--- src/rtl/mlp_seq_engine.sv ---
// Time-multiplexed two-layer fixed-point MLP: one signed MAC, an FSM,
// a run-time weight memory and valid/ready handshakes on both sides.
module mlp_seq_engine #(
    parameter int DATA_WIDTH   = 16,
    parameter int FRAC_BITS    = 12,
    parameter int NUM_FEATURES = 2,
    parameter int NUM_HIDDEN   = 8,
    parameter int THRESHOLD    = 1 << (FRAC_BITS - 1),
    parameter int NUM_WEIGHTS  =
        NUM_HIDDEN * (NUM_FEATURES + 1) + NUM_HIDDEN + 1,
    parameter int WADDR_WIDTH  =
        (NUM_WEIGHTS > 2) ? $clog2(NUM_WEIGHTS) : 1
) (
    input  logic                               clk,
    input  logic                               rst,
    input  logic                               in_valid,
    output logic                               in_ready,
    input  logic [NUM_FEATURES*DATA_WIDTH-1:0] in_data,
    input  logic                               wr_en,
    input  logic [WADDR_WIDTH-1:0]             wr_addr,
    input  logic [DATA_WIDTH-1:0]              wr_data,
    output logic                               out_valid,
    input  logic                               out_ready,
    output logic [DATA_WIDTH-1:0]              out_score,
    output logic                               out_class,
    output logic                               busy
);

    localparam int MAXT    = (NUM_FEATURES > NUM_HIDDEN) ?
                             NUM_FEATURES : NUM_HIDDEN;
    localparam int PW      = 2 * DATA_WIDTH;
    localparam int AW      = PW + $clog2(MAXT + 2);
    localparam int TW      = $clog2(MAXT + 1);
    localparam int HW      = (NUM_HIDDEN > 1) ? $clog2(NUM_HIDDEN) : 1;
    localparam int L2_BASE = NUM_HIDDEN * (NUM_FEATURES + 1);

    localparam logic signed [DATA_WIDTH-1:0] ONE =
        DATA_WIDTH'(1 << FRAC_BITS);
    localparam logic signed [DATA_WIDTH-1:0] THR =
        DATA_WIDTH'(THRESHOLD);

    typedef enum logic [2:0] {
        IDLE,
        L1_MAC,
        L1_WB,
        L2_MAC,
        L2_WB,
        DONE
    } state_t;

    state_t                        state_q, state_d;
    logic signed [AW-1:0]          acc_q, acc_d;
    logic [TW-1:0]                 term_q, term_d;
    logic [HW-1:0]                 h_q, h_d;
    logic signed [DATA_WIDTH-1:0]  feat_q [NUM_FEATURES];
    logic signed [DATA_WIDTH-1:0]  feat_d [NUM_FEATURES];
    logic signed [DATA_WIDTH-1:0]  hid_q  [NUM_HIDDEN];
    logic signed [DATA_WIDTH-1:0]  hid_d  [NUM_HIDDEN];
    logic signed [DATA_WIDTH-1:0]  score_q, score_d;
    logic                          class_q, class_d;

    logic signed [DATA_WIDTH-1:0]  w_mem [NUM_WEIGHTS];

    logic [WADDR_WIDTH-1:0]        raddr;
    logic [TW-1:0]                 tm1;
    logic signed [DATA_WIDTH-1:0]  wdat;
    logic signed [DATA_WIDTH-1:0]  opnd;
    logic signed [PW-1:0]          prod;
    logic signed [DATA_WIDTH-1:0]  rq;

    // Floor shift, then clamp when the upper bits are not a pure sign run.
    function automatic logic signed [DATA_WIDTH-1:0] requant(
        input logic signed [AW-1:0] a
    );
        logic signed [AW-1:0] s;
        s = a >>> FRAC_BITS;
        if (!s[AW-1] && (|s[AW-2:DATA_WIDTH-1]))
            requant = {1'b0, {(DATA_WIDTH-1){1'b1}}};
        else if (s[AW-1] && !(&s[AW-2:DATA_WIDTH-1]))
            requant = {1'b1, {(DATA_WIDTH-1){1'b0}}};
        else
            requant = s[DATA_WIDTH-1:0];
    endfunction

    always_comb begin
        raddr = '0;
        opnd  = ONE;
        tm1   = term_q - TW'(1);
        if (state_q == L2_MAC) begin
            raddr = WADDR_WIDTH'(L2_BASE + int'(term_q));
            if (term_q != '0)
                opnd = hid_q[tm1];
        end else begin
            raddr = WADDR_WIDTH'(int'(h_q) * (NUM_FEATURES + 1)
                                 + int'(term_q));
            if (term_q != '0)
                opnd = feat_q[tm1];
        end
    end

    assign wdat = w_mem[raddr];
    assign prod = PW'(wdat) * PW'(opnd);
    assign rq   = requant(acc_q);

    always_comb begin
        state_d = state_q;
        acc_d   = acc_q;
        term_d  = term_q;
        h_d     = h_q;
        feat_d  = feat_q;
        hid_d   = hid_q;
        score_d = score_q;
        class_d = class_q;
        unique case (state_q)
            IDLE: begin
                if (in_valid) begin
                    for (int i = 0; i < NUM_FEATURES; i++)
                        feat_d[i] = in_data[i*DATA_WIDTH +: DATA_WIDTH];
                    state_d = L1_MAC;
                    acc_d   = '0;
                    term_d  = '0;
                    h_d     = '0;
                end
            end
            L1_MAC: begin
                acc_d = acc_q + AW'(prod);
                if (term_q == TW'(NUM_FEATURES)) begin
                    term_d  = '0;
                    state_d = L1_WB;
                end else begin
                    term_d = term_q + TW'(1);
                end
            end
            L1_WB: begin
                hid_d[h_q] = rq[DATA_WIDTH-1] ? '0 : rq;
                acc_d      = '0;
                if (h_q == HW'(NUM_HIDDEN - 1)) begin
                    state_d = L2_MAC;
                end else begin
                    h_d     = h_q + HW'(1);
                    state_d = L1_MAC;
                end
            end
            L2_MAC: begin
                acc_d = acc_q + AW'(prod);
                if (term_q == TW'(NUM_HIDDEN)) begin
                    term_d  = '0;
                    state_d = L2_WB;
                end else begin
                    term_d = term_q + TW'(1);
                end
            end
            L2_WB: begin
                score_d = rq;
                class_d = (rq >= THR);
                acc_d   = '0;
                h_d     = '0;
                state_d = DONE;
            end
            DONE: begin
                if (out_ready)
                    state_d = IDLE;
            end
            default: state_d = IDLE;
        endcase
    end

    always_ff @(posedge clk) begin
        if (rst) begin
            state_q <= IDLE;
            acc_q   <= '0;
            term_q  <= '0;
            h_q     <= '0;
            score_q <= '0;
            class_q <= 1'b0;
            for (int i = 0; i < NUM_FEATURES; i++)
                feat_q[i] <= '0;
            for (int i = 0; i < NUM_HIDDEN; i++)
                hid_q[i] <= '0;
        end else begin
            state_q <= state_d;
            acc_q   <= acc_d;
            term_q  <= term_d;
            h_q     <= h_d;
            score_q <= score_d;
            class_q <= class_d;
            feat_q  <= feat_d;
            hid_q   <= hid_d;
        end
    end

    // Weights survive reset; writes land only while idle.
    always_ff @(posedge clk) begin
        if (!rst && state_q == IDLE && wr_en
            && int'(wr_addr) < NUM_WEIGHTS)
            w_mem[wr_addr] <= wr_data;
    end

    assign in_ready  = (state_q == IDLE);
    assign out_valid = (state_q == DONE);
    assign busy      = (state_q != IDLE);
    assign out_score = score_q;
    assign out_class = class_q;

endmodule

--- config.mk ---
export PLATFORM = sky130hd
export DESIGN_NAME = mlp_seq_engine
export DESIGN_NICKNAME = d
export VERILOG_FILES = /design/src/rtl/mlp_seq_engine.sv
export SDC_FILE = /design/constraint.sdc
export NUM_CORES = 2
export LEC_CHECK = 0
export BUFFER_PORTS_ARGS = -buffer_cell sky130_fd_sc_hd__buf_4
export CAP_MARGIN = 10
export CORE_MARGIN = 3
export CORE_UTILIZATION = 29
export DETAILED_ROUTE_END_ITERATION = 16
export GPL_TIMING_DRIVEN = 0
export HOLD_SLACK_MARGIN = 0.08
export PLACE_DENSITY_LB_ADDON = 0.1
export REMOVE_ABC_BUFFERS = 1
export SYNTH_ARGS = -nofsm -noshare
export SYNTH_HDL_FRONTEND = slang
export SYNTH_SLANG_ARGS = --single-unit
--- constraint.sdc ---
create_clock -name clk -period 8.8 [get_ports clk]
set_input_delay 0.44 -clock clk [delete_from_list [all_inputs] [get_ports clk]]
set_output_delay 0.44 -clock clk [all_outputs]
set_load 0.05 [all_outputs]
==> summary.txt <==
STA
  – Final setup violating endpoints: 5
  – Worst path setup slack after routing: -159.6 ps
  – Final Cycle Share: 101.8%
  – Final Skew: 31.85 ps
  – Slew Limit Fails: 0
  – Count of endpoints failing hold in the final timing report: 0
  – Sum of negative setup slack: -456.6 ps
  – Unrepaired setup endpoints after global routing: yes
  – Achievable clock frequency: 0.1116 GHz
  – Final critical delay including setup and external delays: 8960 ps
  – Worst Tran Pin Value: 1104 ps
  – Remaining max-slew budget at the tightest pin: 26.39%

Setup path
  – Count of buffering cells on the critical path with inverters included: 12
  – Reg-to-reg critical path startpoint: term_q[1]
  – Origin of the worst setup path: term_q[1]
  – End of the worst register-to-register path: acc_q[31]
  – Setup slack, reg-to-reg: -160 ps
  – Launching element type of the critical path: flip-flop
  – Kind of end point of the critical path: flip-flop
  – Maximum fanout count along the critical path: 7
  – WS Path Type: flip-flop to flip-flop
  – Largest stage delay on the critical path: 600 ps
  – Largest delay contributor family on the critical path: adder cells
  – WP data required: 9350 ps
  – Data arrival at the endpoint of the critical path: 9510 ps
  – Worst reg-to-reg path cell count: 38
  – Critical-path cell with the highest stage delay: sky130_fd_sc_hd__fa_2

Yosys
  – Xor-xnor portion of the synthesized cell area: 0.6481%
  – Share of synthesized cell area in full adder, half adder and majority cells: 18.78%
  – Number of synthesized register bits: 743
  – Largest family of logic cells by synthesized area: adder cells
  – Post-synthesis cell count: 3448
  – Cells taking the most area after synthesis: sky130_fd_sc_hd__edfxtp_1 38%, sky130_fd_sc_hd__fa_1 15%, sky130_fd_sc_hd__dfxtp_1 10%, sky130_fd_sc_hd__mux4_2 8.1%, sky130_fd_sc_hd__nand2_1 4.8%
  – Post-synth EDFFs: 528
  – Top_reg_cell synth: sky130_fd_sc_hd__edfxtp_1
  – Ys Warns: 0
  – Post-synthesis cell area: 41890 um2
  – Post-synth top area cell: sky130_fd_sc_hd__edfxtp_1
  – Basic-gate share of the synthesized area counting and, or, nand and nor cells: 10.87%
  – Share of the synthesized area in the top cell type: 37.85%
  – Proportion of synthesized area in mux cells: 9.492%
  – Number of different library cells in the post-synthesis netlist: 68
  – Share of synthesized registers carrying an async set or reset: 0%
  – Post-synthesis compound-gate area fraction: 6.574%
  – Avg Synthesized Cell Area: 12.15 um2
  – Sequential-to-total area share from yosys stat: 48.12%

Floorplanning
  – Height of the die: 386.1 um
  – Die Footprint: 149000 um2
  – CORE AREA: 142400 um2
  – Placement Rows: 138
  – Die X: 386.1 um
  – Initial Utilization: 29.41%
  – Top-level port count: 79

Routing
  – Vias after detailed routing: 27260
  – Wire length after detailed routing: 133.3 mm
  – Drc violations: 0
  – Routed wirelength normalized by instance count: 23.34 um
  – Post-detailed-route count of antenna-violating nets: 0
  – Drt pass-1 iters: 5
  – Number of DRC markers after the initial detailed-route iteration: 1564
  – Via density: 4.771

Global route
  – First-pass GRT wire length: 196.3 mm
  – Pin count of the biggest net entering global routing: 125
  – Vias in the first global route: 28580
  – Number of antenna violations at the first check in global routing: 6
  – GR Util All Layers: 18.02%
  – Gr ovfl total: 0

Power
  – Worst VDD drop: 192.5 uV
  – Design internal power: 7.792 mW
  – Share of total power in combinational logic: 37.7%
  – Switching Fraction: 35.71%
  – Sw power: 4.329 mW
  – Sequential Power Share: 32.4%
  – Areal power density over the cells: 228.7 nW/um2
  – Part of the total power dissipated in the clock network: 29.9%
  – Static leakage: 20.44 nW

Placement
  – Number of buffers added on ports: 78
  – Half-perimeter wire length after placement: 87.04 mm
  – Placed Area: 46090 um2
  – Routability cong.: 0.7629

Finish
  – Synthesis-to-layout area growth: 26.52%
  – Highest-count cells in the layout ignoring fill and taps: 528 x sky130_fd_sc_hd__edfxtp_1, 520 x sky130_fd_sc_hd__nand2_1, 366 x sky130_fd_sc_hd__inv_1, 304 x sky130_fd_sc_hd__fa_1, 215 x sky130_fd_sc_hd__buf_4
  – Fraction of final layout cells sized beyond drive strength 1: 24.93%
  – Fill cell total of the finished layout: 13810
  – Leading cell type in the layout, fill and taps excluded: sky130_fd_sc_hd__edfxtp_1
  – Design Area, Final: 53000 um2
  – # nets final: 4248

Clock network
  – Clock network latency to the later pin of the worst-skew pair: 700 ps
  – Clock root buffer: sky130_fd_sc_hd__clkbuf_16
  – H-tree depth: 3
  – CTS tree: yes
  – Worst-case clock buffer depth: 3
  – Clock Sinks: 743
  – CTS clk-pin slew, worst paths: 60 ps
  – CTS buffer count: 86

Min path
  – WHS Endpoint: acc_q[11]
  – Worst hold stages: 2
  – Worst hold path type: input port to flip-flop
  – Worst hold path startpoint: rst

Status
  – Violated checks: negative setup slack
  – Run status: finished, violations left

Job
  – Max capacitance violation total: 0
[layer usage]
layer	global-route usage (%)	vias to the layer above	wire length [um]
li1	-	12440	-
met3	2.407	151	4286
met5	0	-	16
met4	4.541	2	3220
met2	30.69	458	65330
met1	24.20	14200	60480
[per-stage QoR]
stage | hold WS, ps | power, mW | setup slack [ps] | cells | utilization (%)
6_report | 146.2 | 12.12 | -159.6 | 5713 | 37.21
3_3_place_gp | 439.6 | 7.702 | -19010 | 5235 | 30.91
2_1_floorplan | 425.7 | 6.371 | -7477 | 3267 | -
3_5_place_dp | 443.1 | 7.668 | -3716 | 5318 | 32.35
4_1_cts | 84.76 | 12.06 | -185.6 | 5670 | 36.70
5_1_grt | 117.4 | 12.85 | -363.9 | 5709 | 37.20
[synthesized netlist by cell type, types with 8 or more instances]
library cell                 n
sky130_fd_sc_hd__a211oi_1   52
sky130_fd_sc_hd__a21o_1     17
sky130_fd_sc_hd__a21oi_1   209
sky130_fd_sc_hd__a22oi_1    18
sky130_fd_sc_hd__a311oi_1   17
sky130_fd_sc_hd__a31oi_1    19
sky130_fd_sc_hd__and2_1    149
sky130_fd_sc_hd__and3_1     33
sky130_fd_sc_hd__buf_2      32
sky130_fd_sc_hd__buf_4       8
sky130_fd_sc_hd__clkbuf_1  128
sky130_fd_sc_hd__dfxtp_1   215
sky130_fd_sc_hd__edfxtp_1  528
sky130_fd_sc_hd__fa_1      318
sky130_fd_sc_hd__ha_1      120
sky130_fd_sc_hd__inv_1     397
sky130_fd_sc_hd__mux2_2     10
sky130_fd_sc_hd__mux2i_1    44
sky130_fd_sc_hd__mux4_2    151
sky130_fd_sc_hd__nand2_1   535
sky130_fd_sc_hd__nand2b_1   10
sky130_fd_sc_hd__nand3_1    21
sky130_fd_sc_hd__nand3b_1    9
sky130_fd_sc_hd__nor2_1    172
sky130_fd_sc_hd__nor2b_1    34
sky130_fd_sc_hd__nor3_1     14
sky130_fd_sc_hd__o211ai_1   15
sky130_fd_sc_hd__o21a_1     12
sky130_fd_sc_hd__o21ai_0    33
sky130_fd_sc_hd__o21ai_2    10
sky130_fd_sc_hd__xnor2_1    18
sky130_fd_sc_hd__xor2_1     13
[layout make-up]
type	instances	area (um2)	share of cell area, %
diodes	5	12.51	0.02361
flip-flops and latches	743	20190	38.10
well taps	1890	2365	4.462
inverters	398	1504	2.838
multi-input cells	2127	21180	39.97
repair buffers	395	4912	9.268
clock buffers	111	2369	4.469
clock inverters	44	460.4	0.8687
[flip-flops by register name (all words and copies together) (netlist names)]
| name | count |
|---|---|
| w_mem | 528 |
| hid_q | 120 |
| acc_q | 36 |
| feat_q | 32 |
| out_score | 16 |
| term_q | 4 |
| h_q | 3 |
| state_q | 3 |
| out_class | 1 |
[power by group through the flow]
stage / Sequential [mW] / Clock [mW] / Combinational (mW)
2_1_floorplan: 3.96 / 0 / 2.41
3_3_place_gp: 4.03 / 0 / 3.67
3_5_place_dp: 4.02 / 0 / 3.65
4_1_cts: 3.93 / 3.74 / 4.39
5_1_grt: 3.93 / 3.87 / 5.05
6_report: 3.93 / 3.63 / 4.57
[worst reg2reg max path: cells and delay by family (launching register included)]
kind / cells / cell delay, ps
mux: 3 / 880
buf+inv: 12 / 1180
flops: 1 / 370
xor+xnor: 1 / 180
compound gates: 6 / 940
simple gates: 6 / 1000
fa+ha+maj: 10 / 4280
[worst max path at each step]
stage                     depth (start not counted)  slack, ps         to
after global placement                           30     -19010  acc_q[34]
after detailed placement                         34      -3720  acc_q[34]
final                                            38       -160  acc_q[31]
after CTS                                        34       -190  acc_q[31]
after global routing                             38       -360  acc_q[31]
after floorplan                                  29      -7480  acc_q[31]
[repair_timing]
item                                   in CTS  in global routing
pin swaps                                 106                 76
setup buffers                             155                 36
hold buffers                               33                  0
setup endpoints to repair                  32                 21
gates cloned                               11                  2
endpoints found under the hold margin      33                  0
resized for setup                         252                 99
[kinds of logic after synthesis]
logic type | Yosys count
XOR/XNOR | 31
flip-flops | 743
multiplexers | 206
AO/OA/AOI/OAI | 441
AND/OR/NAND/NOR | 1010
adder cells (fa/ha/maj) | 438
buffers and inverters | 579
(Power assumes the default switching activity.)
